File: config.mk
export PLATFORM = sky130hd
export DESIGN_NAME = cfg_chain_node_flat
export DESIGN_NICKNAME = d
export VERILOG_FILES = /design/src/rtl/cfg_chain_node_if.sv /design/src/rtl/cfg_chain_node.sv /design/src/flat_wrapper.sv
export SDC_FILE = /design/constraint.sdc
export NUM_CORES = 1
export LEC_CHECK = 0
export BUFFER_PORTS_ARGS = -buffer_cell sky130_fd_sc_hd__buf_2
export CAP_MARGIN = 15
export CELL_PAD_IN_SITES_DETAIL_PLACEMENT = 0
export CELL_PAD_IN_SITES_GLOBAL_PLACEMENT = 2
export CORE_ASPECT_RATIO = 1.2
export CORE_MARGIN = 2
export CORE_UTILIZATION = 35
export CTS_CLUSTER_DIAMETER = 120
export CTS_CLUSTER_SIZE = 12
export DETAILED_ROUTE_END_ITERATION = 16
export PLACE_DENSITY = 0.9
export SKIP_LAST_GASP = 1
export SLEW_MARGIN = 25
export SYNTH_ARGS = -nofsm -noshare
export SYNTH_HDL_FRONTEND = slang
export SYNTH_SLANG_ARGS = --single-unit
File: constraint.sdc
create_clock -name clk -period 3.05 [get_ports clk]
set_clock_uncertainty 0.15 [all_clocks]
set_input_delay 0.305 -clock clk [delete_from_list [all_inputs] [get_ports clk]]
set_output_delay 0.305 -clock clk [all_outputs]
set_load 0.1 [all_outputs]
File: src/rtl/cfg_chain_node_if.sv
// Serial configuration stream bundle between daisy-chained cfg_chain_node tiles.
// Carries the upstream (in) beat stream into a node and the downstream (out) beat stream from it.
interface cfg_chain_node_if #(
    parameter int LANES = 1
);
    // Valid-only stream: a beat transfers in every cycle its valid is high, and
    // start is meaningful only alongside valid. There is no ready, so the
    // receiver must take every beat.
    logic             cfg_in_start;
    logic [LANES-1:0] cfg_bit_in;
    logic             cfg_bit_in_valid;
    logic             cfg_out_start;
    logic [LANES-1:0] cfg_bit_out;
    logic             cfg_bit_out_valid;

    modport master (
        output cfg_in_start, cfg_bit_in, cfg_bit_in_valid,
        input  cfg_out_start, cfg_bit_out, cfg_bit_out_valid
    );

    modport slave (
        input  cfg_in_start, cfg_bit_in, cfg_bit_in_valid,
        output cfg_out_start, cfg_bit_out, cfg_bit_out_valid
    );
endinterface

File: src/rtl/cfg_chain_node.sv
// Configuration-chain node: loads the first CFG_BITS of a frame, commits them, forwards the rest.
// Optional even-parity check beat is enabled by defining CFG_PARITY_EN.
module cfg_chain_node #(
    parameter int CFG_BITS = 64,
    parameter int LANES    = 1,
    parameter int ID       = 0
) (
    input  logic                clk,
    input  logic                crst,
    cfg_chain_node_if.slave     cfg,
    output logic [CFG_BITS-1:0] cfg_out,
    output logic                cfg_done,
    output logic                cfg_loaded,
    output logic                cfg_err,
    output logic [1:0]          dbg_state,
    output logic [7:0]          dbg_id
);
    localparam int BEATS = CFG_BITS / LANES;
    localparam int CNT_W = $clog2(BEATS) + 1;

    typedef enum logic [1:0] {
        S_IDLE = 2'd0,
        S_LOAD = 2'd1,
        S_FWD  = 2'd3
`ifdef CFG_PARITY_EN
        , S_PCHK = 2'd2
`endif
    } state_t;

    state_t             state;
    logic [CNT_W-1:0]   cnt;
    logic [CFG_BITS-1:0] shadow;
    logic [CFG_BITS-1:0] shadow_nxt;
    logic [CNT_W-1:0]   slot;
    logic               last_beat;
    logic               fwd_first;
    logic [LANES-1:0]   bit_out_q;
    logic               out_valid_q;
    logic               out_start_q;
`ifdef CFG_PARITY_EN
    logic               err_q;
`endif

    // A start beat always lands in slot 0, whatever state the frame was in.
    always_comb begin
        slot       = cfg.cfg_in_start ? '0 : cnt;
        shadow_nxt = shadow;
        for (int i = 0; i < BEATS; i++) begin
            if (slot == CNT_W'(i)) shadow_nxt[i*LANES +: LANES] = cfg.cfg_bit_in;
        end
        last_beat = (slot == CNT_W'(BEATS - 1));
    end

    always_ff @(posedge clk) begin
        if (crst) begin
            state       <= S_IDLE;
            cnt         <= '0;
            shadow      <= '0;
            cfg_out     <= '0;
            cfg_done    <= 1'b0;
            cfg_loaded  <= 1'b0;
            fwd_first   <= 1'b0;
            bit_out_q   <= '0;
            out_valid_q <= 1'b0;
            out_start_q <= 1'b0;
`ifdef CFG_PARITY_EN
            err_q       <= 1'b0;
`endif
        end else begin
            cfg_done    <= 1'b0;
            out_valid_q <= 1'b0;
            out_start_q <= 1'b0;
            if (cfg.cfg_bit_in_valid) begin
                if (cfg.cfg_in_start || state == S_LOAD) begin
                    shadow <= shadow_nxt;
                    cnt    <= slot + 1'b1;
`ifdef CFG_PARITY_EN
                    if (cfg.cfg_in_start) err_q <= 1'b0;
`endif
                    if (last_beat) begin
`ifdef CFG_PARITY_EN
                        state <= S_PCHK;
`else
                        cfg_out    <= shadow_nxt;
                        cfg_done   <= 1'b1;
                        cfg_loaded <= 1'b1;
                        fwd_first  <= 1'b1;
                        state      <= S_FWD;
`endif
                    end else begin
                        state <= S_LOAD;
                    end
                end else if (state == S_FWD) begin
                    bit_out_q   <= cfg.cfg_bit_in;
                    out_valid_q <= 1'b1;
                    out_start_q <= fwd_first;
                    fwd_first   <= 1'b0;
                end
`ifdef CFG_PARITY_EN
                // Only lane 0 of the parity beat matters; it is consumed, never forwarded.
                else if (state == S_PCHK) begin
                    if (cfg.cfg_bit_in[0] == ^shadow) begin
                        cfg_out    <= shadow;
                        cfg_done   <= 1'b1;
                        cfg_loaded <= 1'b1;
                    end else begin
                        err_q <= 1'b1;
                    end
                    fwd_first <= 1'b1;
                    state     <= S_FWD;
                end
`endif
            end
        end
    end

    assign cfg.cfg_bit_out       = bit_out_q;
    assign cfg.cfg_bit_out_valid = out_valid_q;
    assign cfg.cfg_out_start     = out_start_q;
`ifdef CFG_PARITY_EN
    assign cfg_err = err_q;
`else
    assign cfg_err = 1'b0;
`endif
    assign dbg_state = state;
    assign dbg_id    = 8'(ID);
endmodule

File: src/flat_wrapper.sv
// flat-port wrapper written by rule: the top's interface ports become plain ports
module cfg_chain_node_flat 
#(
    parameter int CFG_BITS = 64,
    parameter int LANES    = 1,
    parameter int ID       = 0
)
  (clk, crst, cfg_out, cfg_done, cfg_loaded, cfg_err, dbg_state, dbg_id, cfg_cfg_in_start, cfg_cfg_bit_in, cfg_cfg_bit_in_valid, cfg_cfg_out_start, cfg_cfg_bit_out, cfg_cfg_bit_out_valid);
  cfg_chain_node_if #(.LANES(LANES)) cfg_i ();
  input  logic clk;
  input  logic crst;
  output logic [CFG_BITS-1:0] cfg_out;
  output logic cfg_done;
  output logic cfg_loaded;
  output logic cfg_err;
  output logic [1:0] dbg_state;
  output logic [7:0] dbg_id;
  input wire logic [$bits(cfg_i.cfg_in_start)-1:0] cfg_cfg_in_start;
  input wire logic [$bits(cfg_i.cfg_bit_in)-1:0] cfg_cfg_bit_in;
  input wire logic [$bits(cfg_i.cfg_bit_in_valid)-1:0] cfg_cfg_bit_in_valid;
  output wire logic [$bits(cfg_i.cfg_out_start)-1:0] cfg_cfg_out_start;
  output wire logic [$bits(cfg_i.cfg_bit_out)-1:0] cfg_cfg_bit_out;
  output wire logic [$bits(cfg_i.cfg_bit_out_valid)-1:0] cfg_cfg_bit_out_valid;
  assign cfg_i.cfg_in_start = cfg_cfg_in_start;
  assign cfg_i.cfg_bit_in = cfg_cfg_bit_in;
  assign cfg_i.cfg_bit_in_valid = cfg_cfg_bit_in_valid;
  assign cfg_cfg_out_start = cfg_i.cfg_out_start;
  assign cfg_cfg_bit_out = cfg_i.cfg_bit_out;
  assign cfg_cfg_bit_out_valid = cfg_i.cfg_bit_out_valid;
  cfg_chain_node #(.CFG_BITS(CFG_BITS), .LANES(LANES), .ID(ID)) u_core (.clk(clk), .crst(crst), .cfg(cfg_i), .cfg_out(cfg_out), .cfg_done(cfg_done), .cfg_loaded(cfg_loaded), .cfg_err(cfg_err), .dbg_state(dbg_state), .dbg_id(dbg_id));
endmodule
==> flow_results.xml, run 1 <==
<?xml version="1.0" encoding="UTF-8"?>
<metrics>
  <group name="layout">
    <metric name="layout.area.seq" unit="µm²">2843</metric>
    <metric name="filler_cell_count" unit="">1831</metric>
    <metric name="nNetsFinal" unit="">802</metric>
    <metric name="area_growth_from_synthesis_to_final_layout" unit="%">17.32</metric>
    <metric name="multi_input_area" unit="µm²">3296</metric>
    <metric name="num_antenna_cells" unit="">0</metric>
    <metric name="stdcell_area" unit="µm²">7635</metric>
    <metric name="share_of_cells_above_drive_strength_1" unit="%">20.94</metric>
  </group>
  <group name="grt">
    <metric name="total_routing_resource_utilization_after_global_routing" unit="%">18.12</metric>
    <metric name="grt-busiest-layer" unit="">met2</metric>
    <metric name="antenna_found_initial" unit="">0</metric>
    <metric name="grt_use_met1" unit="%">23.93</metric>
    <metric name="grt_start_max_net_pins" unit="">71</metric>
    <metric name="met3_usage" unit="%">3.325</metric>
    <metric name="vias_in_the_first_global_route" unit="">5135</metric>
    <metric name="grt_pass1_wl" unit="mm">28.16</metric>
    <metric name="gr-total-overflow" unit="">0</metric>
    <metric name="grt_util_met2" unit="%">29.08</metric>
  </group>
  <group name="logic_synthesis">
    <metric name="synthArstFlopShare" unit="%">0</metric>
    <metric name="main_combinational_cell_family_by_area_after_synthesis" unit="">simple AND/OR/NAND/NOR gates</metric>
    <metric name="synthMostInstantiatedCell" unit="">sky130_fd_sc_hd__dfxtp_1</metric>
    <metric name="synth.cell_area" unit="µm²">6507</metric>
    <metric name="post-synth-top-area-fraction" unit="%">43.68</metric>
    <metric name="synth_simple_gate_area_share" unit="%">20.59</metric>
    <metric name="ys_dominant_reg_cell" unit="">sky130_fd_sc_hd__dfxtp_1</metric>
    <metric name="synthXorXnorAreaFrac" unit="%">0</metric>
    <metric name="syn_inst" unit="">744</metric>
    <metric name="synth_area_leader_cell" unit="">sky130_fd_sc_hd__dfxtp_1</metric>
    <metric name="synth_sequential_area_ratio" unit="%">43.68</metric>
    <metric name="synth.lib_cells_used.distinct" unit="">48</metric>
    <metric name="area_fraction_in_compound_gates_after_synthesis" unit="%">19.13</metric>
    <metric name="mean_instance_size_in_the_synthesized_netlist" unit="µm²">8.747</metric>
    <metric name="synth_fa_ha_area_share" unit="%">0.3845</metric>
    <metric name="synth.top_cells.by_area" unit="">sky130_fd_sc_hd__dfxtp_1, sky130_fd_sc_hd__mux2i_1, sky130_fd_sc_hd__a211oi_1</metric>
    <metric name="yosysWarnings" unit="">0</metric>
    <metric name="post_synth_most_frequent_cells" unit="">sky130_fd_sc_hd__dfxtp_1, sky130_fd_sc_hd__nor2_1, sky130_fd_sc_hd__nand2_1</metric>
    <metric name="synth_seq_cells" unit="">142</metric>
    <metric name="synth.mux.area_fraction" unit="%">9.844</metric>
    <metric name="synth_edf_count" unit="">0</metric>
  </group>
  <group name="detailed_routing">
    <metric name="avgRoutedWirePerCell" unit="µm">16.73</metric>
    <metric name="initialDrtViolationCount" unit="">316</metric>
    <metric name="detail_route.wirelength" unit="mm">17.25</metric>
    <metric name="postRouteAntennaNets" unit="">0</metric>
    <metric name="drc_errors" unit="">0</metric>
    <metric name="vias_per_cell" unit="">5.313</metric>
    <metric name="vias" unit="">5478</metric>
    <metric name="drt_first_pass_iters" unit="">6</metric>
  </group>
  <group name="critical_path">
    <metric name="worst-setup-path-type" unit="">flip-flop to flip-flop</metric>
    <metric name="required_time_at_the_endpoint_of_the_critical_path" unit="ns">3.16</metric>
    <metric name="setup_crit_end_kind" unit="">flip-flop</metric>
    <metric name="arrival" unit="ns">2.68</metric>
    <metric name="ff_to_ff_setup_slack" unit="ns">0.48</metric>
    <metric name="crit_path_max_fanout" unit="">16</metric>
    <metric name="critPathLaunchType" unit="">flip-flop</metric>
  </group>
  <group name="clocking">
    <metric name="numCtsBuffers" unit="">17</metric>
    <metric name="cts.repair.resized" unit="">0</metric>
    <metric name="clock_insertion_delay_worst_skew" unit="ns">0.42</metric>
    <metric name="ctsLongestPathBuffers" unit="">2</metric>
    <metric name="clock_tree_from_tritoncts" unit="">yes</metric>
    <metric name="cts_sinks" unit="">142</metric>
    <metric name="htreeDepth" unit="">4</metric>
    <metric name="clockRootBuffer" unit="">sky130_fd_sc_hd__clkbuf_16</metric>
    <metric name="cts_hold_buffers" unit="">0</metric>
    <metric name="clk_transition_reported_paths" unit="ns">0.06</metric>
    <metric name="post_cts.repair.setup_buffers" unit="">0</metric>
  </group>
  <group name="timing">
    <metric name="slew_at_the_pin_with_the_worst_max_slew_slack" unit="ns">0.8104</metric>
    <metric name="post-route-min-period" unit="ns">2.568</metric>
    <metric name="final_period_util" unit="%">84.20</metric>
    <metric name="finalHoldViolations" unit="">0</metric>
    <metric name="rsz0062_at_grt" unit="">false</metric>
    <metric name="setup_viol" unit="">0</metric>
    <metric name="setup_total_negative_slack" unit="ns">0</metric>
    <metric name="clock.fmax" unit="GHz">0.3894</metric>
    <metric name="max-slew-margin-rel" unit="%">45.97</metric>
    <metric name="finalMaxSlewViolations" unit="">0</metric>
  </group>
  <group name="place">
    <metric name="placed_area" unit="µm²">7094</metric>
    <metric name="dp_hpwl" unit="mm">11.22</metric>
    <metric name="portBuffers" unit="">75</metric>
    <metric name="gpl.final_weighted_congestion" unit="">0.8071</metric>
  </group>
  <group name="power_and_ir_drop">
    <metric name="p_clk_share" unit="%">47.0</metric>
    <metric name="power_switching" unit="mW">1.037</metric>
    <metric name="power_density" unit="nW/µm²">539.3</metric>
    <metric name="power_report.internal_total" unit="mW">3.080</metric>
    <metric name="share_of_total_power_in_combinational_logic" unit="%">6.5</metric>
    <metric name="swShare" unit="%">25.18</metric>
    <metric name="sequentialPowerShare" unit="%">46.5</metric>
    <metric name="p_leak" unit="nW">3.157</metric>
    <metric name="vdd.ir_drop.worst" unit="mV">0.3709</metric>
  </group>
  <group name="run_status">
    <metric name="outcome" unit="">completed</metric>
  </group>
  <group name="floorplan">
    <metric name="die_width" unit="µm">128.5</metric>
    <metric name="die_h" unit="µm">153.4</metric>
    <metric name="ioPinCount" unit="">85</metric>
    <metric name="starting_density_of_the_core" unit="%">35.80</metric>
    <metric name="coreArea" unit="µm²">18170</metric>
    <metric name="floorplan.die_area" unit="µm²">19700</metric>
    <metric name="num_rows" unit="">54</metric>
  </group>
  <group name="flow_run">
    <metric name="drv.max_cap_violation_count" unit="">0</metric>
  </group>
  <group name="worst_hold_path">
    <metric name="hp-class" unit="">input port to flip-flop</metric>
  </group>
</metrics>
[area by class of cell]
cell class                      count  share of cell area (%)
Multi-Input combinational cell    521                   43.17
Inverter                            6                  0.2950
Sequential cell                   142                   37.23
Tap cell                          224                   3.671
Clock buffer                       19                   5.801
Clock inverter                     12                   1.278
Timing Repair Buffer              107                   8.555
[power groups by stage]
stage               Sequential (mW)  Clock (mW)  Combinational, mW
detailed placement             1.95           0              0.271
global placement               1.95           0              0.269
CTS                            1.91        1.98              0.272
finish                         1.91        1.93              0.269
floorplan                      1.95           0              0.211
global route                   1.92        2.07              0.297
[per-stage QoR]
| stage | setup slack (ns) | instances | power (mW) | utilization, % | hold WS, ns |
|---|---|---|---|---|---|
| finish | 0.4820 | 1031 | 4.117 | 42.01 | 0.2835 |
| global route | 0.2894 | 1031 | 4.285 | 42.01 | 0.3036 |
| CTS | 0.4808 | 1031 | 4.166 | 42.01 | 0.2718 |
| detailed placement | 0.5115 | 1000 | 2.223 | 39.03 | 0.2959 |
| global placement | 0.5757 | 1000 | 2.221 | 39.03 | 0.2941 |
| floorplan | 0.6061 | 752 | 2.162 | - | 0.2801 |
[routing by layer]
layer  wire length [µm]  vias to the layer above  share of wire [%]
met2               8365                      108                 48
met5                  0                        -                  0
met4                282                        0                1.6
met1               8018                     2579                 46
met3                586                       17                3.4
li1                   -                     2774                  -
[logic make-up (layout without fill, tap and decap cells)]
kind of cell	after synthesis	after routing
adders and majority gates	2	2
muxes	64	64
DFF	142	142
AOI/OAI and AO/OA	190	190
and+or+nand+nor	256	256
buffers and inverters	89	144
other	1	9
[path summary, 6_finish.rpt]
kind | from | end | cells past startpoint
hold / removal | crst | u_core.shadow[9]$_SDFFE_PP0P_ | 5
setup reg to reg | u_core.cnt[0]$_SDFFE_PP0P_ | u_core.cfg_out[37]$_SDFFE_PP0P_ | 7
hold reg to reg | u_core.shadow[1]$_SDFFE_PP0P_ | u_core.cfg_out[1]$_SDFFE_PP0P_ | 2
setup / recovery | u_core.cnt[0]$_SDFFE_PP0P_ | u_core.cfg_out[37]$_SDFFE_PP0P_ | 7
[critical path, stage by stage (launching register included)]
cell and delay (ns):
sky130_fd_sc_hd__dfxtp_1 0.66, sky130_fd_sc_hd__nor2b_1 0.29, sky130_fd_sc_hd__ha_1 0.43, sky130_fd_sc_hd__nor4bb_1 0.35, sky130_fd_sc_hd__buf_4 0.18, sky130_fd_sc_hd__nand2_1 0.06
sky130_fd_sc_hd__mux2i_1 0.20, sky130_fd_sc_hd__a211oi_1 0.10
[sequential cells by signal, summed over array words and instances, names as in the netlist]
name / flops
u_core.cnt: 7
u_core.shadow: 63
u_core.cfg_loaded: 1
u_core.cfg_out: 64
u_core.cfg.cfg_bit_out: 1
u_core.dbg_state: 2
u_core.cfg.cfg_bit_out_valid: 1
u_core.cfg.cfg_out_start: 1
u_core.fwd_first: 1
u_core.cfg_done: 1
[layout by cell type, fill, tap and decap left out, types with 4 or more instances in the layout]
| cell type | count |
|---|---|
| sky130_fd_sc_hd__dfxtp_1 | 142 |
| sky130_fd_sc_hd__nor3_1 | 5 |
| sky130_fd_sc_hd__mux2i_1 | 64 |
| sky130_fd_sc_hd__clkinvlp_4 | 5 |
| sky130_fd_sc_hd__nand3_1 | 26 |
| sky130_fd_sc_hd__o21ai_0 | 50 |
| sky130_fd_sc_hd__clkbuf_16 | 17 |
| sky130_fd_sc_hd__or3_1 | 5 |
| sky130_fd_sc_hd__conb_1 | 9 |
| sky130_fd_sc_hd__inv_1 | 5 |
| sky130_fd_sc_hd__nor4bb_1 | 4 |
| sky130_fd_sc_hd__a31o_2 | 14 |
| sky130_fd_sc_hd__clkinv_2 | 6 |
| sky130_fd_sc_hd__o2111ai_1 | 13 |
| sky130_fd_sc_hd__and3_1 | 4 |
| sky130_fd_sc_hd__nor2_1 | 94 |
| sky130_fd_sc_hd__and4bb_2 | 5 |
| sky130_fd_sc_hd__nand2_1 | 73 |
| sky130_fd_sc_hd__a221oi_1 | 8 |
| sky130_fd_sc_hd__buf_2 | 75 |
| sky130_fd_sc_hd__nor4b_2 | 8 |
| sky130_fd_sc_hd__a211oi_1 | 48 |
| sky130_fd_sc_hd__buf_4 | 29 |
| sky130_fd_sc_hd__a21oi_1 | 42 |
| sky130_fd_sc_hd__and4b_1 | 4 |
| sky130_fd_sc_hd__nor2b_1 | 5 |
(Power assumes the default switching activity.)
==> inputs of run 2 (changes only) <==
CORE_UTILIZATION = 32   (was 35)
PLACE_DENSITY = 0.87   (was 0.9)
clock period = 2.05 ns   (was 3.05 ns; I/O delays follow)
==> flow_results.xml, run 2 (same netlist as run 1, synthesis figures left out) <==
<?xml version="1.0" encoding="UTF-8"?>
<metrics>
  <group name="critical_path">
    <metric name="critPathLaunchType" unit="">flip-flop</metric>
    <metric name="crit_family" unit="">buffers and inverters</metric>
    <metric name="arrival" unit="ns">2.10</metric>
    <metric name="rr_worst_depth" unit="">6</metric>
    <metric name="setup_crit_end_kind" unit="">flip-flop</metric>
    <metric name="cp_common_cell" unit="">sky130_fd_sc_hd__buf_4</metric>
    <metric name="cp_cell_sequence" unit="">nor4bb_4 -&gt; buf_4 -&gt; a21boi_0 -&gt; a311oi_1 -&gt; buf_4 -&gt; nor3_1</metric>
    <metric name="crit-reg2reg-capture" unit="">u_core.cfg_out[48]$_SDFFE_PP0P_</metric>
    <metric name="worst-setup-path-type" unit="">flip-flop to flip-flop</metric>
    <metric name="required_time_at_the_endpoint_of_the_critical_path" unit="ns">2.20</metric>
    <metric name="timing.critical_path.slowest_stage_cell" unit="">sky130_fd_sc_hd__dfxtp_1</metric>
    <metric name="crit_path_max_incr_delay" unit="ns">0.41</metric>
    <metric name="rr_startpoint" unit="">u_core.cnt[6]$_SDFFE_PP0P_</metric>
    <metric name="crit_path_max_fanout" unit="">14</metric>
    <metric name="critical_path.n_buffers_inverters" unit="">2</metric>
    <metric name="ff_to_ff_setup_slack" unit="ns">0.1</metric>
  </group>
  <group name="place">
    <metric name="dp_hpwl" unit="mm">11.78</metric>
    <metric name="placed_area" unit="µm²">7586</metric>
    <metric name="portBuffers" unit="">75</metric>
    <metric name="gpl.final_weighted_congestion" unit="">0.8053</metric>
    <metric name="post-place-ws" unit="ns">-0.1439</metric>
  </group>
  <group name="detailed_routing">
    <metric name="postRouteAntennaNets" unit="">0</metric>
    <metric name="avgRoutedWirePerCell" unit="µm">16.11</metric>
    <metric name="detailroute.wirelength.met3" unit="µm">683</metric>
    <metric name="drc_errors" unit="">0</metric>
    <metric name="wl_met1" unit="mm">8.138</metric>
    <metric name="detail_route.wirelength" unit="mm">17.80</metric>
    <metric name="initialDrtViolationCount" unit="">311</metric>
    <metric name="highest-signal-layer" unit="">met4</metric>
    <metric name="vias" unit="">5617</metric>
    <metric name="route.met2.wl" unit="mm">8.736</metric>
    <metric name="vias_per_cell" unit="">5.083</metric>
    <metric name="drt_first_pass_iters" unit="">4</metric>
  </group>
  <group name="floorplan">
    <metric name="starting_density_of_the_core" unit="%">32.36</metric>
    <metric name="die_h" unit="µm">160.2</metric>
    <metric name="floorplan.die_area" unit="µm²">21500</metric>
    <metric name="die_width" unit="µm">134.2</metric>
    <metric name="coreArea" unit="µm²">20110</metric>
    <metric name="num_rows" unit="">57</metric>
    <metric name="ioPinCount" unit="">85</metric>
  </group>
  <group name="flow_run">
    <metric name="drv.max_cap_violation_count" unit="">0</metric>
  </group>
  <group name="layout">
    <metric name="filler_cell_count" unit="">2041</metric>
    <metric name="nNetsFinal" unit="">835</metric>
    <metric name="area_growth_from_synthesis_to_final_layout" unit="%">28.17</metric>
    <metric name="layout.cells.most_common" unit="">sky130_fd_sc_hd__dfxtp_1</metric>
    <metric name="num_antenna_cells" unit="">0</metric>
    <metric name="largest_register_by_flop_count" unit="">u_core.cfg_out</metric>
    <metric name="stdcell_area" unit="µm²">8341</metric>
    <metric name="layout.area.seq" unit="µm²">2849</metric>
    <metric name="finish.utilization" unit="%">41.47</metric>
    <metric name="share_of_cells_above_drive_strength_1" unit="%">26.31</metric>
    <metric name="registers_with_the_most_flip_flops" unit="">u_core.cfg_out: 64 flops, u_core.shadow: 63 flops, u_core.cnt: 7 flops</metric>
    <metric name="final_cell_mix" unit="">sky130_fd_sc_hd__dfxtp_1, sky130_fd_sc_hd__nor2_1, sky130_fd_sc_hd__buf_2, sky130_fd_sc_hd__nand2_1, sky130_fd_sc_hd__mux2i_1</metric>
    <metric name="largest_register_ff_count" unit="">64</metric>
    <metric name="multi_input_area" unit="µm²">3435</metric>
  </group>
  <group name="power_and_ir_drop">
    <metric name="p_leak" unit="nW">3.460</metric>
    <metric name="vdd.ir_drop.worst" unit="mV">0.5634</metric>
    <metric name="power_density" unit="nW/µm²">832.5</metric>
  </group>
  <group name="grt">
    <metric name="antenna_found_initial" unit="">0</metric>
    <metric name="total_routing_resource_utilization_after_global_routing" unit="%">16.91</metric>
    <metric name="grt_start_max_net_pins" unit="">73</metric>
    <metric name="vias_in_the_first_global_route" unit="">5408</metric>
    <metric name="grt_pass1_wl" unit="mm">28.82</metric>
    <metric name="gr-total-overflow" unit="">0</metric>
  </group>
  <group name="worst_hold_path">
    <metric name="min_from" unit="">cfg_cfg_in_start</metric>
    <metric name="min_to" unit="">u_core.cnt[0]$_SDFFE_PP0P_</metric>
    <metric name="holdPathStages" unit="">3</metric>
    <metric name="hp-class" unit="">input port to flip-flop</metric>
  </group>
  <group name="timing">
    <metric name="post-route-min-period" unit="ns">1.953</metric>
    <metric name="clock.fmax" unit="GHz">0.5119</metric>
    <metric name="layout_setup_ws" unit="ns">0.09665</metric>
    <metric name="max-slew-margin-rel" unit="%">65.76</metric>
    <metric name="final_period_util" unit="%">95.29</metric>
    <metric name="finalHoldViolations" unit="">0</metric>
    <metric name="finalMaxSlewViolations" unit="">0</metric>
    <metric name="hold_worst_slack" unit="ns">0.04744</metric>
    <metric name="setup_total_negative_slack" unit="ns">0</metric>
    <metric name="setup_viol" unit="">0</metric>
    <metric name="rsz0062_at_grt" unit="">true</metric>
    <metric name="slew_at_the_pin_with_the_worst_max_slew_slack" unit="ns">0.5114</metric>
  </group>
  <group name="clocking">
    <metric name="htreeDepth" unit="">4</metric>
    <metric name="cts_sinks" unit="">142</metric>
    <metric name="clk_transition_reported_paths" unit="ns">0.06</metric>
    <metric name="clock_tree_from_tritoncts" unit="">yes</metric>
    <metric name="clockRootBuffer" unit="">sky130_fd_sc_hd__clkbuf_16</metric>
    <metric name="ctsLongestPathBuffers" unit="">2</metric>
    <metric name="numCtsBuffers" unit="">17</metric>
    <metric name="clock_insertion_delay_worst_skew" unit="ns">0.42</metric>
  </group>
  <group name="run_status">
    <metric name="outcome" unit="">completed</metric>
  </group>
</metrics>
run 2: changes by cell type in the layout (fill, tap and decap cells not counted), moves of 3 or more:
cell / before / now
sky130_fd_sc_hd__a221oi_1: 8 / 0
sky130_fd_sc_hd__buf_4: 29 / 53
sky130_fd_sc_hd__bufinv_16: 1 / 6
sky130_fd_sc_hd__clkinv_2: 6 / 0
sky130_fd_sc_hd__nor4bb_1: 4 / 1
sky130_fd_sc_hd__a221oi_2: 0 / 8
sky130_fd_sc_hd__clkinvlp_4: 5 / 2
sky130_fd_sc_hd__dfxtp_1: 142 / 139
sky130_fd_sc_hd__buf_12: 3 / 12
run 2: worst min-delay path: cells and delay by family:
| family | cells | cell delay, ns |
|---|---|---|
| buf+inv | 1 | 0.16 |
| simple gates | 1 | 0.14 |
| compound gates | 1 | 0.07 |
run 2: metrics by stage:
stage | cells | total power [mW]
6_report | 1105 | 6.944
5_1_grt | 1105 | 7.159
4_1_cts | 1104 | 6.998
3_5_place_dp | 1073 | 3.360
3_3_place_gp | 1073 | 3.356
2_1_floorplan | 752 | 3.234
run 2: where the power goes:
| group | total (mW) | switching (mW) | leakage [nW] | internal [mW] |
|---|---|---|---|---|
| registers | 2.83 | 0.0271 | 1.15 | 2.81 |
| clock network | 3.64 | 1.22 | 0.328 | 2.42 |
| logic | 0.472 | 0.335 | 1.98 | 0.138 |
run 2: repair_timing:
item | in CTS | in global routing
gates resized for setup | 1 | 8
endpoints found under the setup margin | 4 | 27
endpoints found under the hold margin | 0 | 0
pin swaps | 0 | 1
hold buffers | 0 | 0
buffers inserted | 0 | 1
run 2: how the worst max path moves through the flow:
stage                               start                              end  slack [ns]  depth (start not counted)
6_report       u_core.cnt[6]$_SDFFE_PP0P_  u_core.cfg_out[48]$_SDFFE_PP0P_         0.1                          6
5_1_grt        u_core.cnt[1]$_SDFFE_PP0P_  u_core.cfg_out[22]$_SDFFE_PP0P_      0.0007                          7
3_5_place_dp             cfg_cfg_in_start   u_core.shadow[11]$_SDFFE_PP0P_       -0.14                          7
2_1_floorplan  u_core.cnt[1]$_SDFFE_PP0P_  u_core.cfg_out[13]$_SDFFE_PP0P_       -0.01                          8
4_1_cts        u_core.cnt[1]$_SDFFE_PP0P_  u_core.cfg_out[22]$_SDFFE_PP0P_        0.03                          7
3_3_place_gp             cfg_cfg_in_start   u_core.shadow[11]$_SDFFE_PP0P_       -0.17                          7
run 2: area by class of cell:
type	instances	share of cell area [%]
inverters	6	0.2700
clock buffers	22	5.821
clock inverters	9	2.445
multi-input cells	521	41.18
repair buffers	140	12.15
flip-flops and latches	142	34.16
well taps	265	3.975
run 2: routing by layer:
metal,GRT usage (%),vias to the layer above
met1,21.57,2659
met3,3.714,15
li1,-,2847
met2,28.39,96
met5,0,-
met4,5.263,0
